**src/rtl/uart_tx_fifo_pkg.sv**
```systemverilog
`default_nettype none
// ----------------------------------------------------------------------------
// uart_tx_fifo_pkg : shared FSM encodings and framing constants for the UART TX.
// Rev 1.0
// ----------------------------------------------------------------------------
package uart_tx_fifo_pkg;

  typedef enum logic [1:0] {
    S_IDLE  = 2'd0,
    S_START = 2'd1,
    S_DATA  = 2'd2,
    S_STOP  = 2'd3
  } tx_state_t;

  localparam int c_min_div   = 2;
  localparam int c_data_bits = 8;

endpackage
`default_nettype wire

```
**src/rtl/uart_tx_fifo_if.sv**
```systemverilog
`default_nettype none
// ----------------------------------------------------------------------------
// uart_tx_fifo_if : valid/ready byte stream feeding the UART transmitter.
// Rev 1.0
// ----------------------------------------------------------------------------
interface uart_tx_fifo_if;
  import uart_tx_fifo_pkg::*;

  logic                   in_valid;
  logic                   in_ready;
  logic [c_data_bits-1:0] in_data;

  modport master (output in_valid, output in_data, input in_ready);
  modport slave  (input in_valid, input in_data, output in_ready);

endinterface
`default_nettype wire

```
**src/rtl/uart_tx_fifo_sync_fifo.sv**
```systemverilog
`default_nettype none
// ----------------------------------------------------------------------------
// uart_tx_fifo_sync_fifo : registered-pointer synchronous FIFO with level output.
// Rev 1.0
// ----------------------------------------------------------------------------
module uart_tx_fifo_sync_fifo #(
  parameter int WIDTH = 8,
  parameter int DEPTH = 4
) (
  input  logic                    clk,
  input  logic                    resetn,
  input  logic                    push,
  input  logic [WIDTH-1:0]        push_data,
  input  logic                    pop,
  output logic [WIDTH-1:0]        head,
  output logic                    full,
  output logic                    empty,
  output logic [$clog2(DEPTH):0]  level
);
  localparam int c_aw = $clog2(DEPTH);
  localparam logic [c_aw:0] c_ptr_one = (c_aw+1)'(1);

  logic [c_aw:0]      r_wr_ptr;
  logic [c_aw:0]      r_rd_ptr;
  logic [WIDTH-1:0]   r_mem [DEPTH];
  logic               w_do_push;
  logic               w_do_pop;

  // The extra pointer MSB separates a full FIFO from an empty one.
  assign full      = (r_wr_ptr[c_aw] != r_rd_ptr[c_aw]) &&
                     (r_wr_ptr[c_aw-1:0] == r_rd_ptr[c_aw-1:0]);
  assign empty     = (r_wr_ptr == r_rd_ptr);
  assign level     = r_wr_ptr - r_rd_ptr;
  assign head      = r_mem[r_rd_ptr[c_aw-1:0]];
  assign w_do_push = push & ~full;
  assign w_do_pop  = pop & ~empty;

  always_ff @(posedge clk or negedge resetn) begin
    if (!resetn) begin
      r_wr_ptr <= '0;
      r_rd_ptr <= '0;
    end else begin
      if (w_do_push) r_wr_ptr <= r_wr_ptr + c_ptr_one;
      if (w_do_pop)  r_rd_ptr <= r_rd_ptr + c_ptr_one;
    end
  end

  always_ff @(posedge clk) begin
    if (w_do_push) r_mem[r_wr_ptr[c_aw-1:0]] <= push_data;
  end

endmodule
`default_nettype wire

```
**src/rtl/uart_tx_fifo.sv**
```systemverilog
`default_nettype none
// ----------------------------------------------------------------------------
// uart_tx_fifo : 8N1 serial transmitter fed from a byte FIFO.
// Rev 1.0
// ----------------------------------------------------------------------------
module uart_tx_fifo
  import uart_tx_fifo_pkg::*;
#(
  parameter int FIFO_DEPTH = 4,
  parameter int DIV_WIDTH  = 32
) (
  input  logic                         clk,
  input  logic                         resetn,
  input  logic [DIV_WIDTH-1:0]         cfg_divider,
  uart_tx_fifo_if.slave                in_if,
  output logic                         ser_tx,
  output logic                         busy,
  output logic [$clog2(FIFO_DEPTH):0]  fifo_level
);
  localparam logic [DIV_WIDTH-1:0] c_div_min = DIV_WIDTH'(c_min_div);
  localparam logic [DIV_WIDTH-1:0] c_div_one = DIV_WIDTH'(1);
  localparam logic [2:0]           c_last_bit = 3'(c_data_bits - 1);

  tx_state_t              r_state;
  tx_state_t              w_state_nxt;
  logic [DIV_WIDTH-1:0]   r_div_q;
  logic [DIV_WIDTH-1:0]   r_cnt;
  logic [DIV_WIDTH-1:0]   w_div_new;
  logic [2:0]             r_bit_idx;
  logic [c_data_bits-1:0] r_shift;
  logic [c_data_bits-1:0] w_head;
  logic                   r_ser_tx;
  logic                   r_stop_tail;
  logic                   w_ser_nxt;
  logic                   w_full;
  logic                   w_empty;
  logic                   w_push;
  logic                   w_pop;
  logic                   w_bit_end;

  assign in_if.in_ready = ~w_full;
  assign w_push         = in_if.in_valid & ~w_full;
  assign w_bit_end      = (r_cnt == '0);
  assign w_div_new      = (cfg_divider < c_div_min) ? c_div_min : cfg_divider;

  uart_tx_fifo_sync_fifo #(
    .WIDTH (c_data_bits),
    .DEPTH (FIFO_DEPTH)
  ) u_fifo (
    .clk       (clk),
    .resetn    (resetn),
    .push      (w_push),
    .push_data (in_if.in_data),
    .pop       (w_pop),
    .head      (w_head),
    .full      (w_full),
    .empty     (w_empty),
    .level     (fifo_level)
  );

  always_comb begin
    w_state_nxt = r_state;
    w_pop       = 1'b0;
    w_ser_nxt   = 1'b1;
    case (r_state)
      S_IDLE: begin
        if (!w_empty) begin
          w_pop       = 1'b1;
          w_state_nxt = S_START;
        end
      end
      S_START: begin
        w_ser_nxt = 1'b0;
        if (w_bit_end) w_state_nxt = S_DATA;
      end
      S_DATA: begin
        w_ser_nxt = r_shift[0];
        if (w_bit_end && (r_bit_idx == c_last_bit)) w_state_nxt = S_STOP;
      end
      S_STOP: begin
        // Chain straight into the next start bit when another byte is waiting.
        if (w_bit_end) begin
          if (!w_empty) begin
            w_pop       = 1'b1;
            w_state_nxt = S_START;
          end else begin
            w_state_nxt = S_IDLE;
          end
        end
      end
      default: w_state_nxt = S_IDLE;
    endcase
  end

  always_ff @(posedge clk or negedge resetn) begin
    if (!resetn) begin
      r_state     <= S_IDLE;
      r_div_q     <= c_div_min;
      r_cnt       <= '0;
      r_bit_idx   <= '0;
      r_shift     <= '0;
      r_ser_tx    <= 1'b1;
      r_stop_tail <= 1'b0;
    end else begin
      r_state     <= w_state_nxt;
      r_ser_tx    <= w_ser_nxt;
      r_stop_tail <= (r_state != S_IDLE);
      if (w_pop) begin
        r_shift   <= w_head;
        r_div_q   <= w_div_new;
        r_cnt     <= w_div_new - c_div_one;
        r_bit_idx <= '0;
      end else if (r_state != S_IDLE) begin
        if (w_bit_end) begin
          r_cnt <= r_div_q - c_div_one;
          if (r_state == S_DATA) begin
            r_shift   <= r_shift >> 1;
            r_bit_idx <= r_bit_idx + 3'd1;
          end
        end else begin
          r_cnt <= r_cnt - c_div_one;
        end
      end
    end
  end

  // The line lags the FSM by one register, so busy covers that final stop cycle.
  assign ser_tx = r_ser_tx;
  assign busy   = (r_state != S_IDLE) || (fifo_level != '0) || r_stop_tail;

endmodule
`default_nettype wire
```
**src/flat_wrapper.sv**
```systemverilog
// flat-port wrapper written by rule: the top's interface ports become plain ports
module uart_tx_fifo_flat import uart_tx_fifo_pkg::*;
#(
  parameter int FIFO_DEPTH = 4,
  parameter int DIV_WIDTH  = 32
)
  (clk, resetn, cfg_divider, ser_tx, busy, fifo_level, in_if_in_valid, in_if_in_data, in_if_in_ready);
  uart_tx_fifo_if in_if_i ();
  input  logic clk;
  input  logic resetn;
  input  logic [DIV_WIDTH-1:0] cfg_divider;
  output logic ser_tx;
  output logic busy;
  output logic [$clog2(FIFO_DEPTH):0] fifo_level;
  input wire logic [$bits(in_if_i.in_valid)-1:0] in_if_in_valid;
  input wire logic [$bits(in_if_i.in_data)-1:0] in_if_in_data;
  output wire logic [$bits(in_if_i.in_ready)-1:0] in_if_in_ready;
  assign in_if_i.in_valid = in_if_in_valid;
  assign in_if_i.in_data = in_if_in_data;
  assign in_if_in_ready = in_if_i.in_ready;
  uart_tx_fifo #(.FIFO_DEPTH(FIFO_DEPTH), .DIV_WIDTH(DIV_WIDTH)) u_core (.clk(clk), .resetn(resetn), .cfg_divider(cfg_divider), .in_if(in_if_i), .ser_tx(ser_tx), .busy(busy), .fifo_level(fifo_level));
endmodule
```
**config.mk**
```make
export PLATFORM = sky130hd
export DESIGN_NAME = uart_tx_fifo_flat
export DESIGN_NICKNAME = d
export VERILOG_FILES = /design/src/rtl/uart_tx_fifo_pkg.sv /design/src/rtl/uart_tx_fifo_if.sv /design/src/rtl/uart_tx_fifo_sync_fifo.sv /design/src/rtl/uart_tx_fifo.sv /design/src/flat_wrapper.sv
export SDC_FILE = /design/constraint.sdc
export NUM_CORES = 1
export LEC_CHECK = 0
export ABC_AREA = 1
export CAP_MARGIN = 10
export CORE_ASPECT_RATIO = 0.9
export CORE_UTILIZATION = 59
export CTS_CLUSTER_SIZE = 28
export DETAILED_ROUTE_END_ITERATION = 10
export GPL_TIMING_DRIVEN = 0
export PLACE_DENSITY_LB_ADDON = 0.2
export SYNTH_ARGS = -nofsm -noshare
export SYNTH_HDL_FRONTEND = slang
export SYNTH_SLANG_ARGS = --single-unit
```
**constraint.sdc**
```tcl
create_clock -name clk -period 3.7 [get_ports clk]
set_input_delay 0.555 -clock clk [delete_from_list [all_inputs] [get_ports clk]]
set_output_delay 0.555 -clock clk [all_outputs]
set_load 0.05 [all_outputs]
```
==> impl_metrics.csv <==
group,metric,value,unit
outcome,outcome,"completed",
placement,preCtsSetupSlack,-324.1,ps
logic_synthesis,synth_seq_cells,117,
cts,cts_max_path_buffers,2,
global_routing,antenna_found_initial,0,
drt,drtIter0Drc,545,
setup_path,cp.arrival,3740,ps
logic_synthesis,synth_edf_count,32,
layout,instances_no_fill,1072,
floorplan,coreArea,10810,sq um
layout,n_antenna_cell,0,
pwr,p_per_area,648.9,nW/um^2
sta,slew_headroom,35.63,%
drt,dr.pass1.iters,5,
placement,placed_cells,1040,
layout,drive_gt1_share,8.094,%
drt,drt.antenna.violating_nets,0,
setup_path,crit_fanout,10,
drt,drcViolationCount,0,
layout,area_growth_syn_to_layout,19.68,%
global_routing,grt_pass1_wl,27770,um
sta,final_hold_viol_count,0,
floorplan,die_w,112.8,um
sta,finalClockSkew,10.30,ps
global_routing,grt_usage,32.24,%
setup_path,critPathRequiredTime,4010,ps
drt,wl_per_cell,16.04,um
placement,numPortBuffers,48,
floorplan,start_util,60.35,%
sta,drv_slew,0,
logic_synthesis,yosys.area.top_type_share,31.84,%
logic_synthesis,synth_common_cells,"nand2_1, nor2_1, inv_1, dfrtp_1, nand3_1",
placement,dp_hpwl,12470,um
logic_synthesis,syn-num-nets,917,
logic_synthesis,synth_cell_type_count,40,
logic_synthesis,yosys.area.top_type,"dfrtp_1",
sta,setup_slack,273.8,ps
logic_synthesis,async_reset_ff_share,72.65,%
cts,cts.sinks,117,
sta,tightest_slew,962.1,ps
logic_synthesis,yosysWarningCount,0,
sta,fin_crit_sh,92.60,%
floorplan,ioPinCount,49,
setup_path,crit_type,"reg -> reg",
logic_synthesis,ys.flop_type,"dfrtp_1",
floorplan,die_h,101.8,um
global_routing,grt-ovfl-total,0,
setup_path,worstSetupStartpointType,"flop",
sta,setup_violations,0,
logic_synthesis,synthTopCellsByArea,"dfrtp_1, nand2_1, edfxtp_1, nor2_1, nand3_1",
min_path,hold_path_class,"in -> async",
pwr,leakagePower,3.701,nW
floorplan,die-area,11480,sq um
sta,period_minus_slack,3426,ps
drt,vias,5887,
job,max_cap_violations,0,
pwr,power.total,5.066,mW
logic_synthesis,syn_inst,858,
logic_synthesis,yosysMostFrequentCell,"nand2_1",
floorplan,row_count,36,
drt,drt-total-wl,17200,um
sta,timing.setup.tns,0,ps
layout,final_nets,985,
sta,fmax,0.2919,GHz
setup_path,crit_path_end_kind,"flop",
cts,path_clk_slew,60,ps
cts,h-tree-depth,4,
drt,viasPerCell,5.492,
cts,insertion_delay,430,ps
cts,cts_tree,"done",
logic_synthesis,yosysSeqAreaShare,47.37,%
pwr,ir_drop,0.4006,mV
global_routing,grt_max_degree,48,
cts,cts_hold_buf,0,
logic_synthesis,syn_area,6524,sq um
cts,cts_root_buffer,"clkbuf_16",
cts,numCtsBuffers,17,
global_routing,grt_pass1_vias,5662,
sta,rsz0062_at_grt,"no",
logic_synthesis,syn_avg_cell_area,7.603,sq um
placement,gp_congestion,0.9725,
what timing repair did:
item	4_1_cts	5_1_grt
endpoints found under the setup margin	9	3
hold endpoints to repair	0	0
setup buffers	0	1
pin swaps	0	1
resized for setup	2	2
flip-flops by register name, indices dropped and copies added, names as in the netlist:
name                    cells
u_core.r_div_q             32
u_core.u_fifo.r_mem        32
u_core.u_fifo.r_wr_ptr      3
u_core.ser_tx               1
u_core.r_state              2
u_core.r_bit_idx            3
u_core.r_shift              8
u_core.u_fifo.r_rd_ptr      3
u_core.r_cnt               32
u_core.r_stop_tail          1
worst max-delay path, stage by stage (launching register included):
cell and delay (ps):
dfrtp_2 410, clkinv_2 170, ha_1 360, nand3_1 130, and2_1 190, nand2_2 90, nand2_4 90, nand2_4 130
inv_1 150, nand2_1 100, nand2_1 70, inv_1 90, ha_2 220, nand3_1 120, nor2_2 160, nand3_1 180
nor3_4 340, nand3_1 120, nand3_1 110, nand2_1 70
where the power goes:
| group | switching, mW | total [mW] | internal [mW] |
|---|---|---|---|
| Sequential | 0.168 | 1.79 | 1.62 |
| Clock | 0.666 | 1.67 | 1.00 |
| Combinational | 1.07 | 1.61 | 0.535 |
layout by cell type, fill, tap and decap left out, drive strengths merged:
cell           instances
ha                    15
or2                    1
dfstp                  2
buf                   16
clkinv                 8
edfxtp                32
inv                   93
nand3b                 3
nor2                 121
nor3                   5
o21bai                 6
o22ai                  6
o311ai                 2
o21ai                 65
a31oi                  1
a221o                  2
clkbuf                32
o21a                   1
o221ai                 1
bufinv                 1
xor2                  11
nand4                  6
clkdlybuf4s50         47
fa                     1
nand2                291
a21oi                 13
dfrtp                 83
xnor2                  1
o211ai                 1
nand3                 69
a22oi                  1
and2                   2
path summary, 6_finish.rpt:
kind                                             end                       from  cells after the start  slack, ps
setup / recovery                    u_core.r_cnt[28]  u_core.u_fifo.r_rd_ptr[1]                     19        270
hold / removal             u_core.u_fifo.r_wr_ptr[2]                     resetn                      1        110
setup reg to reg                    u_core.r_cnt[28]  u_core.u_fifo.r_rd_ptr[1]                     19        270
hold reg to reg                   u_core.r_div_q[18]         u_core.r_div_q[18]                      2        480
max in group asynchronous           u_core.r_cnt[27]                     resetn                      2       2990
min in group clk                  u_core.r_div_q[18]         u_core.r_div_q[18]                      2        480
final cells by class:
class	instances	area [sq um]
clock buffers	19	464.2
plain buffers	26	120.1
well taps	133	166.4
inverters	89	335.3
multi-input cells	625	2980
flip-flops and latches	117	3092
fillers	845	3003
repair buffers	50	513.0
clock inverters	13	136.4
per-stage QoR:
step | hold WS (ps) | util, % | instance area [sq um]
6_report | 106.5 | 72.22 | 7807
5_1_grt | 145.4 | 72.22 | 7807
4_1_cts | 125.5 | 72.11 | 7795
3_5_place_dp | 463.1 | 66.56 | 7196
3_3_place_gp | 451.7 | 66.33 | 7171
2_1_floorplan | 259.4 | - | 6524
cells by family (layout without fill, tap and decap cells):
kind of cell / Yosys count / after routing / share of synthesized area, %
xor gates and xnor gates: 12 / 12 / 1.611
AOI/OAI and AO/OA: 99 / 99 / 8.401
adders and majority gates: 16 / 16 / 3.184
DFF: 117 / 117 / 47.37
buffers and inverters: 116 / 197 / 7.020
and+or+nand+nor: 498 / 498 / 32.41
metal layers:
| layer | vias to the layer above | share of wire, % | wire (um) | track usage (%) |
|---|---|---|---|---|
| li1 | 2885 | - | - | - |
| met3 | 33 | 7.2 | 1240 | 6.463 |
| met1 | 2754 | 46 | 7992 | 45.37 |
| met5 | - | 0 | 0 | 0 |
| met2 | 215 | 44 | 7543 | 48.01 |
| met4 | 0 | 2.5 | 422 | 15.90 |
Note: power is estimated with default switching activity, not from simulation.
